<file path="config.mk">
export PLATFORM = sky130hd
export DESIGN_NAME = pcw_boot_sequencer_flat
export DESIGN_NICKNAME = d
export VERILOG_FILES = /design/src/rtl/pcw_boot_sequencer_if.sv /design/src/rtl/pcw_boot_sequencer.sv /design/src/flat_wrapper.sv
export SDC_FILE = /design/constraint.sdc
export NUM_CORES = 1
export LEC_CHECK = 0
export CORE_ASPECT_RATIO = 0.9
export CORE_UTILIZATION = 48
export DETAILED_ROUTE_END_ITERATION = 7
export PLACE_DENSITY = 0.95
export SYNTH_ARGS = -nofsm -noshare
export SYNTH_HDL_FRONTEND = slang
export SYNTH_SLANG_ARGS = --single-unit
</file>
<file path="constraint.sdc">
create_clock -name clk_sys -period 6.25 [get_ports clk_sys]
set_clock_uncertainty 0.1 [all_clocks]
set_input_delay 0.625 -clock clk_sys [delete_from_list [all_inputs] [get_ports clk_sys]]
set_output_delay 0.625 -clock clk_sys [all_outputs]
set_load 0.05 [all_outputs]
</file>
<file path="src/rtl/pcw_boot_sequencer_if.sv">
// Download port between the boot sequencer (master) and pcw_core (slave).
// Handshake: a byte is written on a rising edge where dn_wr=1 and dn_wait=0;
// while dn_wait=1 the master holds dn_wr/dn_addr/dn_data unchanged.
interface pcw_boot_sequencer_if;
  logic        dn_go;
  logic        dn_wr;
  logic [15:0] dn_addr;
  logic [7:0]  dn_data;
  logic        dn_wait;

  modport master (output dn_go, output dn_wr, output dn_addr, output dn_data, input dn_wait);
  modport slave  (input dn_go, input dn_wr, input dn_addr, input dn_data, output dn_wait);
endinterface

</file>
<file path="src/rtl/pcw_boot_sequencer.sv">
// Copies the boot ROM into pcw_core's download port after reset, then pulses execute_enable.
// Optional PCW_BOOT_CHECKSUM_EN adds boot_sum, a mod-256 sum of accepted bytes.
module pcw_boot_sequencer #(
  parameter int unsigned BOOT_LEN  = 276,
  parameter int unsigned ROM_LAT   = 1,
  parameter logic [15:0] EXEC_ADDR = 16'h0000
) (
  input  logic        clk_sys,
  input  logic        reset,
  input  logic        restart,
  output logic [15:0] rom_addr,
  input  logic [7:0]  rom_data,
  input  logic        host_dl,
  input  logic        host_wr,
  input  logic [15:0] host_addr,
  input  logic [7:0]  host_data,
  output logic        host_wait,
  pcw_boot_sequencer_if.master dn,
  output logic [15:0] execute_addr,
  output logic        execute_enable,
  output logic        busy,
`ifdef PCW_BOOT_CHECKSUM_EN
  output logic [7:0]  boot_sum,
`endif
  output logic [2:0]  o_dbg_state
);

  typedef enum logic [2:0] {
    S_IDLE  = 3'd0,
    S_FETCH = 3'd1,
    S_WRITE = 3'd2,
    S_NEXT  = 3'd3,
    S_EXEC  = 3'd4,
    S_DONE  = 3'd5
  } state_t;

  localparam logic [1:0]  LAT_LAST = 2'(ROM_LAT);
  localparam logic [15:0] PTR_LAST = 16'(BOOT_LEN - 1);

  state_t      r_state;
  logic [15:0] r_ptr;
  logic [1:0]  r_lat_cnt;
  logic [15:0] r_rom_addr;
  logic        r_dn_go;
  logic        r_dn_wr;
  logic [15:0] r_dn_addr;
  logic [7:0]  r_dn_data;
  logic        r_exec;
  logic        r_busy;
`ifdef PCW_BOOT_CHECKSUM_EN
  logic [7:0]  r_sum;
`endif

  // Host download overrides everything; the FSM sits in IDLE while host_dl is high,
  // so the host_dl falling edge naturally starts a fresh copy on the next clock.
  always_ff @(posedge clk_sys or posedge reset) begin
    if (reset) begin
      r_state    <= S_IDLE;
      r_ptr      <= '0;
      r_lat_cnt  <= '0;
      r_rom_addr <= '0;
      r_dn_go    <= 1'b0;
      r_dn_wr    <= 1'b0;
      r_dn_addr  <= '0;
      r_dn_data  <= '0;
      r_exec     <= 1'b0;
      r_busy     <= 1'b0;
`ifdef PCW_BOOT_CHECKSUM_EN
      r_sum      <= '0;
`endif
    end else if (host_dl) begin
      r_state <= S_IDLE;
      r_dn_go <= 1'b0;
      r_dn_wr <= 1'b0;
      r_exec  <= 1'b0;
      r_busy  <= 1'b0;
    end else if (restart || r_state == S_IDLE) begin
      r_state    <= S_FETCH;
      r_ptr      <= '0;
      r_lat_cnt  <= '0;
      r_rom_addr <= '0;
      r_dn_go    <= 1'b1;
      r_dn_wr    <= 1'b0;
      r_exec     <= 1'b0;
      r_busy     <= 1'b1;
`ifdef PCW_BOOT_CHECKSUM_EN
      r_sum      <= '0;
`endif
    end else begin
      case (r_state)
        S_FETCH: begin
          // rom_addr changed on FETCH entry; data is valid after ROM_LAT cycles
          if (r_lat_cnt == LAT_LAST) begin
            r_dn_data <= rom_data;
            r_dn_addr <= r_ptr;
            r_dn_wr   <= 1'b1;
            r_lat_cnt <= '0;
            r_state   <= S_WRITE;
          end else begin
            r_lat_cnt <= r_lat_cnt + 2'd1;
          end
        end
        S_WRITE: begin
          if (!dn.dn_wait) begin
            r_dn_wr <= 1'b0;
`ifdef PCW_BOOT_CHECKSUM_EN
            r_sum   <= r_sum + r_dn_data;
`endif
            r_state <= S_NEXT;
          end
        end
        S_NEXT: begin
          if (r_ptr == PTR_LAST) begin
            r_exec  <= 1'b1;
            r_dn_go <= 1'b0;
            r_state <= S_EXEC;
          end else begin
            r_ptr      <= r_ptr + 16'd1;
            r_rom_addr <= r_ptr + 16'd1;
            r_state    <= S_FETCH;
          end
        end
        S_EXEC: begin
          r_exec  <= 1'b0;
          r_busy  <= 1'b0;
          r_state <= S_DONE;
        end
        default: ;
      endcase
    end
  end

  assign dn.dn_go    = host_dl ? 1'b1      : r_dn_go;
  assign dn.dn_wr    = host_dl ? host_wr   : r_dn_wr;
  assign dn.dn_addr  = host_dl ? host_addr : r_dn_addr;
  assign dn.dn_data  = host_dl ? host_data : r_dn_data;
  assign host_wait   = host_dl & dn.dn_wait;

  assign rom_addr       = r_rom_addr;
  assign execute_addr   = EXEC_ADDR;
  assign execute_enable = r_exec;
  assign busy           = r_busy;
  assign o_dbg_state    = r_state;
`ifdef PCW_BOOT_CHECKSUM_EN
  assign boot_sum       = r_sum;
`endif

endmodule

</file>
<file path="src/flat_wrapper.sv">
// flat-port wrapper written by rule: the top's interface ports become plain ports
module pcw_boot_sequencer_flat 
#(
  parameter int unsigned BOOT_LEN  = 276,
  parameter int unsigned ROM_LAT   = 1,
  parameter logic [15:0] EXEC_ADDR = 16'h0000
)
  (clk_sys, reset, restart, rom_addr, rom_data, host_dl, host_wr, host_addr, host_data, host_wait, execute_addr, execute_enable, busy, o_dbg_state, dn_dn_go, dn_dn_wr, dn_dn_addr, dn_dn_data, dn_dn_wait);
  pcw_boot_sequencer_if dn_i ();
  input  logic clk_sys;
  input  logic reset;
  input  logic restart;
  output logic [15:0] rom_addr;
  input  logic [7:0] rom_data;
  input  logic host_dl;
  input  logic host_wr;
  input  logic [15:0] host_addr;
  input  logic [7:0] host_data;
  output logic host_wait;
  output logic [15:0] execute_addr;
  output logic execute_enable;
  output logic busy;
  output logic [2:0] o_dbg_state;
  output wire logic [$bits(dn_i.dn_go)-1:0] dn_dn_go;
  output wire logic [$bits(dn_i.dn_wr)-1:0] dn_dn_wr;
  output wire logic [$bits(dn_i.dn_addr)-1:0] dn_dn_addr;
  output wire logic [$bits(dn_i.dn_data)-1:0] dn_dn_data;
  input wire logic [$bits(dn_i.dn_wait)-1:0] dn_dn_wait;
  assign dn_dn_go = dn_i.dn_go;
  assign dn_dn_wr = dn_i.dn_wr;
  assign dn_dn_addr = dn_i.dn_addr;
  assign dn_dn_data = dn_i.dn_data;
  assign dn_i.dn_wait = dn_dn_wait;
  pcw_boot_sequencer #(.BOOT_LEN(BOOT_LEN), .ROM_LAT(ROM_LAT), .EXEC_ADDR(EXEC_ADDR)) u_core (.clk_sys(clk_sys), .reset(reset), .restart(restart), .rom_addr(rom_addr), .rom_data(rom_data), .host_dl(host_dl), .host_wr(host_wr), .host_addr(host_addr), .host_data(host_data), .host_wait(host_wait), .dn(dn_i), .execute_addr(execute_addr), .execute_enable(execute_enable), .busy(busy), .o_dbg_state(o_dbg_state));
endmodule
</file>
**Yosys cells after proc, flatten, opt, wreduce, memory -nomap -nowiden**

Cells that the tools add are included.

- Input bits: 38
- Output and inout port bits: 64
- Logic and storage cells: 73
- Flip-flop bits (word level): 49

- Reductions and logical operators: 17
- Equality and inequality tests: 10
- Add/sub/neg operators: 2
- Mux-type cells: 32
- Bitwise gates (word level): 3

Operator list:

| operator | number |
|---|---|
| $mux 16 | 4 |
| $add 16x1->16 const B | 1 |
| $eq 16x9->1 const B | 1 |
| $mux 1 | 16 |
| $mux 3 | 5 |
| $pmux 3 s4 | 1 |
| $reduce_and 3->1 | 3 |
| $reduce_bool 3->1 | 3 |
| $mux 8 | 1 |
| $ne 4x2->1 const B | 2 |
| $reduce_bool 4->1 | 2 |
| $eq 3x2->1 const B | 2 |
| $mux 2 | 3 |
| $reduce_and 2->1 | 3 |
| $reduce_bool 6->1 | 1 |
| $ne 4x3->1 const B | 1 |
| $pmux 1 s2 | 2 |
| $reduce_and 4->1 | 1 |
| $reduce_bool 2->1 | 2 |
| $eq 3x1->1 const B | 1 |
| $eq 3x3->1 const B | 1 |
| $logic_not 3->1 | 1 |
| $add 2x1->2 const B | 1 |
| $eq 2x1->1 const B | 1 |
| 4 further kinds | 5 |

**Longest topological paths before layout**

Gate-level depths: netlist of run 1.

- Depth in word-level cells: 5
- Mapped depth: 6
- Mapped depth without buffers: 5

**Worst setup path after synthesis of run 1**

Ideal clock, no wire load.

- Kind: reg2reg
- Start point: reg u_core.r_ptr[0]
- End point: reg u_core.r_state[0], in the netlist u_core.o_dbg_state[0]
- Clock period less this slack: 2.563 ns
- Stages on the path, launching flop included: 6
- Path slack: 3.687 ns
- Arrival: 2.335 ns
- Setup time: 0.127 ns
- Cell sequence: dfrtp_1 -> ha_1 -> or4b_4 -> or4_4 -> a311oi_2 -> o21ai_1

- Longest elaborated chain between the ends: 5

RTL lines:

| element | RTL line | text |
|---|---|---|
| from (decl) | pcw_boot_sequencer.sv:41 | `logic [15:0] r_ptr;` |
| from (signal assigned) | pcw_boot_sequencer.sv:118 | `r_ptr <= r_ptr + 16'd1;` |
| $eq 16x9->1 | pcw_boot_sequencer.sv:113 | `if (r_ptr == PTR_LAST) begin` |
| $mux 3 | pcw_boot_sequencer.sv:113 |  |
| $pmux 3 s4 | pcw_boot_sequencer.sv:90 | `case (r_state)` |
| $mux 3 | pcw_boot_sequencer.sv:77 | `end else if (restart \|\| r_state == S_IDLE) begin` |
| $mux 3 | pcw_boot_sequencer.sv:71 | `end else if (host_dl) begin` |
| to (signal assigned) | pcw_boot_sequencer.sv:72 | `r_state <= S_IDLE;` |
| to (signal assigned) | pcw_boot_sequencer.sv:78 | `r_state <= S_FETCH;` |
| to (signal assigned) | pcw_boot_sequencer.sv:116 | `r_state <= S_EXEC;` |
| to (decl) | pcw_boot_sequencer.sv:40 | `state_t r_state;` |

Every way passes these cells.
A chain may end at the register's enable or synchronous reset.

**Worst setup path after layout of run 1**

- Start point: in host_dl
- End point: out dn_dn_addr[11]

- Longest elaborated chain between the ends: 1

RTL lines:

| element | RTL line | text |
|---|---|---|
| from (decl) | flat_wrapper.sv:15 | `input logic host_dl;` |
| $mux 16 | pcw_boot_sequencer.sv:135 | `assign dn.dn_addr = host_dl ? host_addr : r_dn_addr;` |
| to (decl) | flat_wrapper.sv:26 | `output wire logic [$bits(dn_i.dn_addr)-1:0] dn_dn_addr;` |

Every way passes these cells.

==> flow_summary.ini, run 1 <==
[power]
leakage_nw = 1.556
p_per_area_nw_per_um2 = 242.5
ir_drop_uv = 158.4

[logic_synthesis]
avgSynthCellArea_um2 = 10.91
async_flop_share_pct = 100.0
syn_inst = 247
synth_area_um2 = 2694
synth-edff-count = 0
synth_cell_types = 45
ys.flop_type = dfrtp_1
synth-seq-cells = 49
ys_warn_count = 0
ys_seq_area_share_pct = 45.52

[setup_path]
cp.arrival_ps = 2540
worst_path_largest_cell_delay_ps = 700
required_ps = 5520
path_cells = clkdlybuf4s50_1, buf_4, mux2_2, clkdlybuf4s50_1
critPathCaptureType = output port
cp_max_fo = 32
slowest_stage = clkdlybuf4s50_1
cpMostUsedCell = clkdlybuf4s50_1
path_class = in -> out
cp-start-kind = input port

[final_layout]
nets = 369
diodes = 0
area_delta_synth_final_pct = 36.46
drive_above_1_share_pct = 20.24
fin_cells = 398
fill_cells = 401

[sta]
fin_tns_setup_ps = 0
grt_setup_unrepaired = false
worstMarginPinSlew_ps = 1000
finalHoldViolations = 0
period_share_pct = 52.22
maxSlewHeadroom_pct = 33.21
finalCriticalPeriod_ps = 3263
finalSetupViolations = 0
finalMaxSlewViolations = 0
fmax_ghz = 0.3064

[clock_network]
cts_tree = built
clkTransAtPathRegs_ps = 90
clockRootBuffer = clkbuf_8
cts_setup_buffers = 0
clock-sinks = 49
clock_latency_ps = 310
hold_buffers = 0
cts_resized = 0
cts_max_path_buffers = 2
cts_buffers = 5
htreeDepth = 2

[routing]
route.detailed.drc = 0
vias_per_cell = 5.621
ant_nets = 0
drtIter0Drc = 176
drt-total-wl_um = 6316
wl_per_cell_um = 15.87
vias = 2237
drtPass1Iterations = 4

[placed_design]
place_inst = 390
gp_congestion = 0.8488
place_hpwl_um = 4512
port_buffers = 85

[floorplanning]
ios = 102
fp.dieW_um = 80.97
dieHeight_um = 73.07
std_cell_rows = 25
core-area_um2 = 5318
start_util_pct = 50.66
fp.dieArea_um2 = 5916

[min_path]
worstHoldPathType = reg -> reg

[grt]
antenna_found_initial = 0
first_global_vias = 2130
grt_max_degree = 50
grt_pass1_wl_um = 10090
grt_remaining_overflow = 0
track_usage_pct = 22.52

[status]
outcome = finished, final reports clean

[flow_run]
drv_cap = 0
## where the power goes
group | total, mW | switching, mW | internal [mW]
Clock | 0.266 | 0.107 | 0.159
Sequential | 0.363 | 0.0178 | 0.346
Combinational | 0.262 | 0.156 | 0.106
Total | 0.892 | 0.281 | 0.611
## per-stage QoR
stage               instance area (um2)  hold slack [ps]  util (%)  setup WS [ps]  power (mW)
finish                             3676            384.9     69.13           2987      0.8916
global route                       3676            424.1     69.13           2877      0.9260
CTS                                3676            390.6     69.13           2975      0.8961
detailed placement                 3542            369.3     66.61           2854      0.6331
global placement                   3542            364.5     66.61           2991      0.6255
floorplan                          2750            346.0         -           3687      0.5568
## registers in the layout, indices dropped and copies added (netlist names)
register / count
u_core.r_dn_addr: 16
u_core.r_lat_cnt: 2
u_core.busy: 1
u_core.r_dn_go: 1
u_core.o_dbg_state: 3
u_core.r_ptr: 16
u_core.r_dn_data: 8
u_core.execute_enable: 1
u_core.r_dn_wr: 1
## synthesized netlist by cell type, types with 2 or more instances
cell      instances  area, um2
o31ai_1           6      45.04
nand4_1           5      31.28
or2_2             2      12.51
inv_1             7      26.28
o41ai_1           2      17.52
nor3_1            2      10.01
dfrtp_1          49       1226
a21oi_1          13      65.06
clkbuf_1          7      26.28
mux2i_1           2      20.02
or4_1             7      52.55
or4_4             2      22.52
buf_4            16      120.1
nor3b_1           2      15.01
nand2_1          14      52.55
or3_1             2      12.51
and2_1            5      31.28
or4b_4            2      27.53
xnor2_1           2      17.52
o21ai_1           2      10.01
buf_1             3      11.26
o21ai_0          11      55.05
mux2_2           46      518.0
nand3_1           9      45.04
nor2_1            8      30.03
xor2_1            2      17.52
## layout by cell type (no fill, tap or decap), types with 5 or more instances in the layout
master and n:
nand3_1 9, clkbuf_8 5, mux2_2 46, nand4_1 5, conb_1 16, clkdlybuf4s50_1 85
o21ai_0 11, nand2_1 14, inv_1 6, dfrtp_1 49, a21oi_1 13, or4_1 7
and2_1 5, o31ai_1 6, nor2_1 8
## worst max-delay path: cells and delay by family
| kind | cells | cell delay (ps) |
|---|---|---|
| muxes | 1 | 390 |
| buffers and inverters | 3 | 1500 |
## routing by layer
layer | global-route usage [%] | up-vias | share of wire, %
li1 | - | 1037 | -
met1 | 27.18 | 1105 | 41
met2 | 39.50 | 87 | 50
met3 | 5.125 | 8 | 8.1
met4 | 7.540 | 0 | 1.2
met5 | 0 | - | 0
## cell families (layout without fill, tap and decap cells)
kind of cell             Yosys count  count (layout)  synth area share [%]
XOR/XNOR                           4               4                 1.301
adder cells (fa/ha/maj)            1               1                0.4644
multiplexers                      48              48                 19.97
flip-flops                        49              49                 45.52
AND/OR/NAND/NOR                   69              69                 15.89
other                              1              16                0.1392
AO/OA/AOI/OAI                     42              42                 9.893
buffers and inverters             33             102                 6.828
## worst paths after layout
path / start / to / slack [ps] / cells past startpoint
max: host_dl / dn_dn_addr[11] / 2990 / 4
min: u_core.r_dn_addr[11] / u_core.r_dn_addr[11] / 380 / 2
max reg2reg: u_core.o_dbg_state[0] / u_core.r_ptr[12] / 3530 / 4
min reg2reg: u_core.r_dn_addr[11] / u_core.r_dn_addr[11] / 380 / 2
max in group asynchronous: reset / u_core.r_dn_go / 4660 / 2
min in group asynchronous: reset / u_core.r_dn_addr[14] / 770 / 2
## cell type report
type                            count  area, um2  share of cell area, %
Multi-Input combinational cell    180       1340                  36.45
Sequential cell                    49       1226                  33.36
Timing Repair Buffer               87      865.8                  23.55
Tap cell                           67      83.83                  2.280
Clock buffer                        5      68.82                  1.872
Clock inverter                      3      65.06                  1.770
Inverter                            7      26.28                 0.7148
Power figures use the tool's default switching activity.
==> inputs of run 2 (changes only) <==
--- a/config.mk
+++ b/config.mk
@@ -6,9 +6,9 @@
 export NUM_CORES = 1
 export LEC_CHECK = 0
 export CORE_ASPECT_RATIO = 0.9
-export CORE_UTILIZATION = 48
+export CORE_UTILIZATION = 44
 export DETAILED_ROUTE_END_ITERATION = 7
-export PLACE_DENSITY = 0.95
+export PLACE_DENSITY = 0.89
 export SYNTH_ARGS = -nofsm -noshare
 export SYNTH_HDL_FRONTEND = slang
 export SYNTH_SLANG_ARGS = --single-unit
==> constraint.sdc (replaced) <==
create_clock -name clk_sys -period 3.25 [get_ports clk_sys]
set_clock_uncertainty 0.1 [all_clocks]
set_input_delay 0.325 -clock clk_sys [delete_from_list [all_inputs] [get_ports clk_sys]]
set_output_delay 0.325 -clock clk_sys [all_outputs]
set_load 0.05 [all_outputs]
==> flow_summary.ini, run 2 (synthesis gave the netlist of run 1 again) <==
[placed_design]
placedInstanceArea_um2 = 3839
gp_congestion = 0.8615
place_inst = 396
place_hpwl_um = 4689
dp_slack_ps = 783.6
port_buffers = 85

[floorplanning]
core-area_um2 = 5791
std_cell_rows = 26
fp.dieArea_um2 = 6440
ios = 102
fp.dieW_um = 84.48
start_util_pct = 46.52
dieHeight_um = 76.23

[sta]
setup_slack_ps = 820.4
fin_tns_setup_ps = 0
worstMarginPinSlew_ps = 1010
finalHoldViolations = 0
period_share_pct = 74.76
finalSetupViolations = 0
fmax_ghz = 0.4116
grt_setup_unrepaired = false
finalCriticalPeriod_ps = 2430
finalHoldWorstSlack_ps = 394.6
finalMaxSlewViolations = 0
maxSlewHeadroom_pct = 32.55

[routing]
route.detailed.drc = 7
ant_nets = 0
drtIter0Drc = 165
vias = 2250
drt-total-wl_um = 6337
vias_per_cell = 5.569
wl_per_cell_um = 15.69
drtPass1Iterations = 8

[power]
p_per_area_nw_per_um2 = 433.6
ir_drop_uv = 214.4
finalPower_mw = 1.708
leakage_nw = 1.695

[final_layout]
ff_latch_area_um2 = 1226
final_cell_area_um2 = 3939
area_delta_synth_final_pct = 46.21
fill_cells = 432
final_cell_mix = 58 x clkdlybuf4s50_1, 49 x dfrtp_1, 46 x mux2_2
top_regs = u_core.r_dn_addr (16), u_core.r_ptr (16), u_core.r_dn_data (8)
fin_util_pct = 68.02
nets = 372
layout_commonest_cell = clkdlybuf4s50_1
diodes = 0
drive_above_1_share_pct = 29.04
multi_input_area_um2 = 1340
fin_cells = 404

[setup_path]
cp_max_fo = 7
required_ps = 3340
reg2reg_depth = 5
path_class = reg -> reg
cp-start-kind = flip-flop
critPathCaptureType = flip-flop
r2r-end = u_core.o_dbg_state[0]
rrSetupSlack_ps = 820
r2r_start = u_core.r_ptr[0]
cp.arrival_ps = 2520

[grt]
track_usage_pct = 21.28
grt_pass1_wl_um = 10940
antenna_found_initial = 0
grt_remaining_overflow = 0
grt_max_degree = 50
first_global_vias = 2254

[flow_run]
drv_cap = 0

[status]
outcome = complete, but fails checks
violations = DRC

[clock_network]
cts_resized = 0
clock-sinks = 49
cts_max_path_buffers = 2
cts_tree = built
clockRootBuffer = clkbuf_8
hold_buffers = 0
cts_buffers = 5
cts_setup_buffers = 0
clkTransAtPathRegs_ps = 90
clock_latency_ps = 310
htreeDepth = 2

[min_path]
hold_depth = 2
worstHoldPathType = reg -> reg
holdPathEnd = u_core.r_dn_addr[7]
hp-start = u_core.r_dn_addr[7]
-- run 2: changes by cell type in the layout (fill, tap and decap cells not counted), sizes merged --
cell / previous run / this run
buf: 2 / 32
clkdlybuf4s50: 85 / 58
bufinv: 2 / 0
clkbuf: 5 / 6
inv: 7 / 8
-- run 2: final cells by class --
cell class                 count  share of cell area, %
clock inverter                 2                 0.4447
inverter                       7                 0.6671
tap                           70                  2.224
timing repair buffer          90                  29.42
clock buffer                   6                  2.097
multi-input combinational    180                  34.02
sequential                    49                  31.13
-- run 2: worst max-delay path by stage --
stage	from	to	slack, ps	cells after the start
6_report	u_core.r_ptr[0]	u_core.o_dbg_state[0]	820	5
5_1_grt	u_core.r_ptr[0]	u_core.o_dbg_state[0]	740	5
4_1_cts	u_core.r_ptr[0]	u_core.o_dbg_state[0]	830	5
3_5_place_dp	host_dl	u_core.r_ptr[14]	780	7
3_3_place_gp	host_dl	u_core.r_ptr[14]	830	7
2_1_floorplan	u_core.r_ptr[0]	u_core.o_dbg_state[0]	690	5
-- run 2: worst max-delay path, stage by stage, from the launching register on --
cell and delay (ps):
dfrtp_1 520, ha_1 270, or4b_4 500, or4_4 540, a311oi_2 280, o21ai_1 100
-- run 2: power by group --
part	switching (mW)	total [mW]	internal (mW)
Sequential	0.0374	0.702	0.665
Clock	0.207	0.384	0.177
Combinational	0.325	0.622	0.297
Total	0.570	1.71	1.14
-- run 2: per-layer routing --
layer / wire length, um / up-vias / part of all wire (%) / GRT usage [%]
li1: - / 1047 / - / -
met1: 2768 / 1099 / 44 / 28.31
met2: 3072 / 86 / 48 / 34.67
met3: 352 / 18 / 5.6 / 3.792
met4: 143 / 0 / 2.3 / 8.305
met5: 0 / - / 0 / 0
==> inputs of run 3 (changes only) <==
--- a/config.mk
+++ b/config.mk
@@ -6,9 +6,9 @@
 export NUM_CORES = 1
 export LEC_CHECK = 0
 export CORE_ASPECT_RATIO = 0.9
-export CORE_UTILIZATION = 44
+export CORE_UTILIZATION = 40
 export DETAILED_ROUTE_END_ITERATION = 7
-export PLACE_DENSITY = 0.89
+export PLACE_DENSITY = 0.86
 export SYNTH_ARGS = -nofsm -noshare
 export SYNTH_HDL_FRONTEND = slang
 export SYNTH_SLANG_ARGS = --single-unit
==> constraint.sdc (replaced) <==
create_clock -name clk_sys -period 2.2 [get_ports clk_sys]
set_clock_uncertainty 0.1 [all_clocks]
set_input_delay 0.22 -clock clk_sys [delete_from_list [all_inputs] [get_ports clk_sys]]
set_output_delay 0.22 -clock clk_sys [all_outputs]
set_load 0.05 [all_outputs]
==> flow_summary.ini, run 3 (synthesis gave the netlist of run 1 again) <==
[status]
outcome = finished, final reports clean

[clock_network]
cts_tree = built
cts_buffers = 5
clockRootBuffer = clkbuf_8
clkTransAtPathRegs_ps = 90
clock_latency_ps = 300
hold_buffers = 0
cts_max_path_buffers = 2
htreeDepth = 2
clock-sinks = 49

[setup_path]
cp_max_fo = 5
cp_num_buf_inv = 0
required_ps = 2320
cp.arrival_ps = 2270
path_delay_family = simple AND/OR/NAND/NOR gates
rrSetupSlack_ps = 40
cp-start-kind = flip-flop
reg2reg_depth = 4
r2r-end = u_core.r_ptr[0]
slowest_stage = or4_4
path_class = reg -> reg
critPathCaptureType = flip-flop
cpMostUsedCell = or4_4
path_cells = or4_4, or4_4, a21o_1, mux2i_1
worst_path_largest_cell_delay_ps = 600
cp-startpoint = u_core.r_ptr[10]
r2r_start = u_core.r_ptr[10]

[routing]
drtPass1Iterations = 4
vias_per_cell = 5.201
wl_per_cell_um = 15.54
drtIter0Drc = 230
route.detailed.drc = 0
drt-total-wl_um = 6867
vias = 2299
ant_nets = 0

[power]
finalPower_mw = 2.472
leakage_nw = 1.796
p_per_area_nw_per_um2 = 596.1
ir_drop_uv = 277.0

[sta]
finalSetupViolations = 0
period_share_pct = 98.01
fin_tns_setup_ps = 0
finalMaxSlewViolations = 0
grt_setup_unrepaired = true
worstMarginPinSlew_ps = 514.0
finalCriticalPeriod_ps = 2156
finalHoldViolations = 0
maxSlewHeadroom_pct = 65.25
fmax_ghz = 0.4638
setup_slack_ps = 43.83

[final_layout]
final_cell_mix = 58 x clkdlybuf4s50_1, 46 x mux2_2, 43 x dfrtp_1
fin_util_pct = 65.66
nets = 393
area_delta_synth_final_pct = 53.97
diodes = 0
drive_above_1_share_pct = 34.93
layout_commonest_cell = clkdlybuf4s50_1
top_regs = u_core.r_dn_addr (16), u_core.r_ptr (16), u_core.r_dn_data (8)

[grt]
first_global_vias = 2434
track_usage_pct = 20.79
grt_remaining_overflow = 0
grt_pass1_wl_um = 11430
antenna_found_initial = 0
grt_max_degree = 32

[placed_design]
gp_congestion = 0.8742
port_buffers = 85
place_hpwl_um = 5280
dp_slack_ps = -60.01

[floorplanning]
start_util_pct = 42.64
ios = 102
std_cell_rows = 27
core-area_um2 = 6317
dieHeight_um = 79.86
fp.dieArea_um2 = 7068
fp.dieW_um = 88.51

[min_path]
worstHoldPathType = in -> async

[flow_run]
drv_cap = 0
## run 3: cell types whose count changed in the layout (fill, tap and decap cells not counted), moves of 2 or more
| cell | before | now |
|---|---|---|
| buf_4 | 5 | 24 |
| dfrtp_1 | 49 | 43 |
| dfrtp_2 | 0 | 6 |
| buf_12 | 27 | 29 |
| clkbuf_1 | 0 | 2 |
## run 3: routing by layer
| layer | share of wire, % | wire length [um] | GRT usage (%) | vias to the layer above |
|---|---|---|---|---|
| met1 | 42 | 2869 | 25.81 | 1121 |
| li1 | - | - | - | 1084 |
| met5 | 0 | 0 | 0 | - |
| met2 | 51 | 3477 | 35.54 | 88 |
| met4 | 0.80 | 55 | 6.129 | 0 |
| met3 | 6.8 | 464 | 5.067 | 6 |
## run 3: area by class of cell
type | instances | area [um2]
Fill cell | 486 | 2170
Multi-Input combinational cell | 180 | 1356
Timing Repair Buffer | 111 | 1341
Sequential cell | 49 | 1234
Tap cell | 87 | 108.9
Clock buffer | 7 | 76.32
Inverter | 7 | 26.28
Clock inverter | 1 | 5.005
## run 3: power by group
part	internal (mW)	total (mW)	leakage (nW)	switching, mW
registers	0.982	1.02	0.656	0.0424
logic	0.450	0.940	1.10	0.490
clock network	0.224	0.508	0.0422	0.285
total	1.66	2.47	1.80	0.817
## run 3: worst reg2reg max path: stages (launching register included)
cell	delay, ps
dfrtp_2	420
or4_4	570
or4_4	610
a21o_1	220
mux2i_1	160
## run 3: worst max path at each step
stage / end / slack (ps) / depth (start not counted)
3_5_place_dp: u_core.r_ptr[14] / -60 / 6
4_1_cts: u_core.o_dbg_state[0] / 2 / 5
2_1_floorplan: u_core.o_dbg_state[0] / -120 / 5
3_3_place_gp: u_core.r_ptr[14] / -20 / 6
6_report: u_core.r_ptr[0] / 40 / 4
5_1_grt: u_core.o_dbg_state[0] / -7 / 5
## run 3: metrics by stage
step / area [um2] / instances / hold slack [ps]
after floorplan: 2770 / 262 / 270.6
after global placement: 4063 / 434 / 367.6
after detailed placement: 4063 / 434 / 391.1
after CTS: 4144 / 442 / 177.7
after global routing: 4148 / 442 / 197.7
final: 4148 / 442 / 172.2
## run 3: repair_timing
| item | 4_1_cts | 5_1_grt |
|---|---|---|
| resized for setup | 0 | 1 |
| endpoints found under the setup margin | 0 | 5 |
| buffers inserted | 0 | 0 |
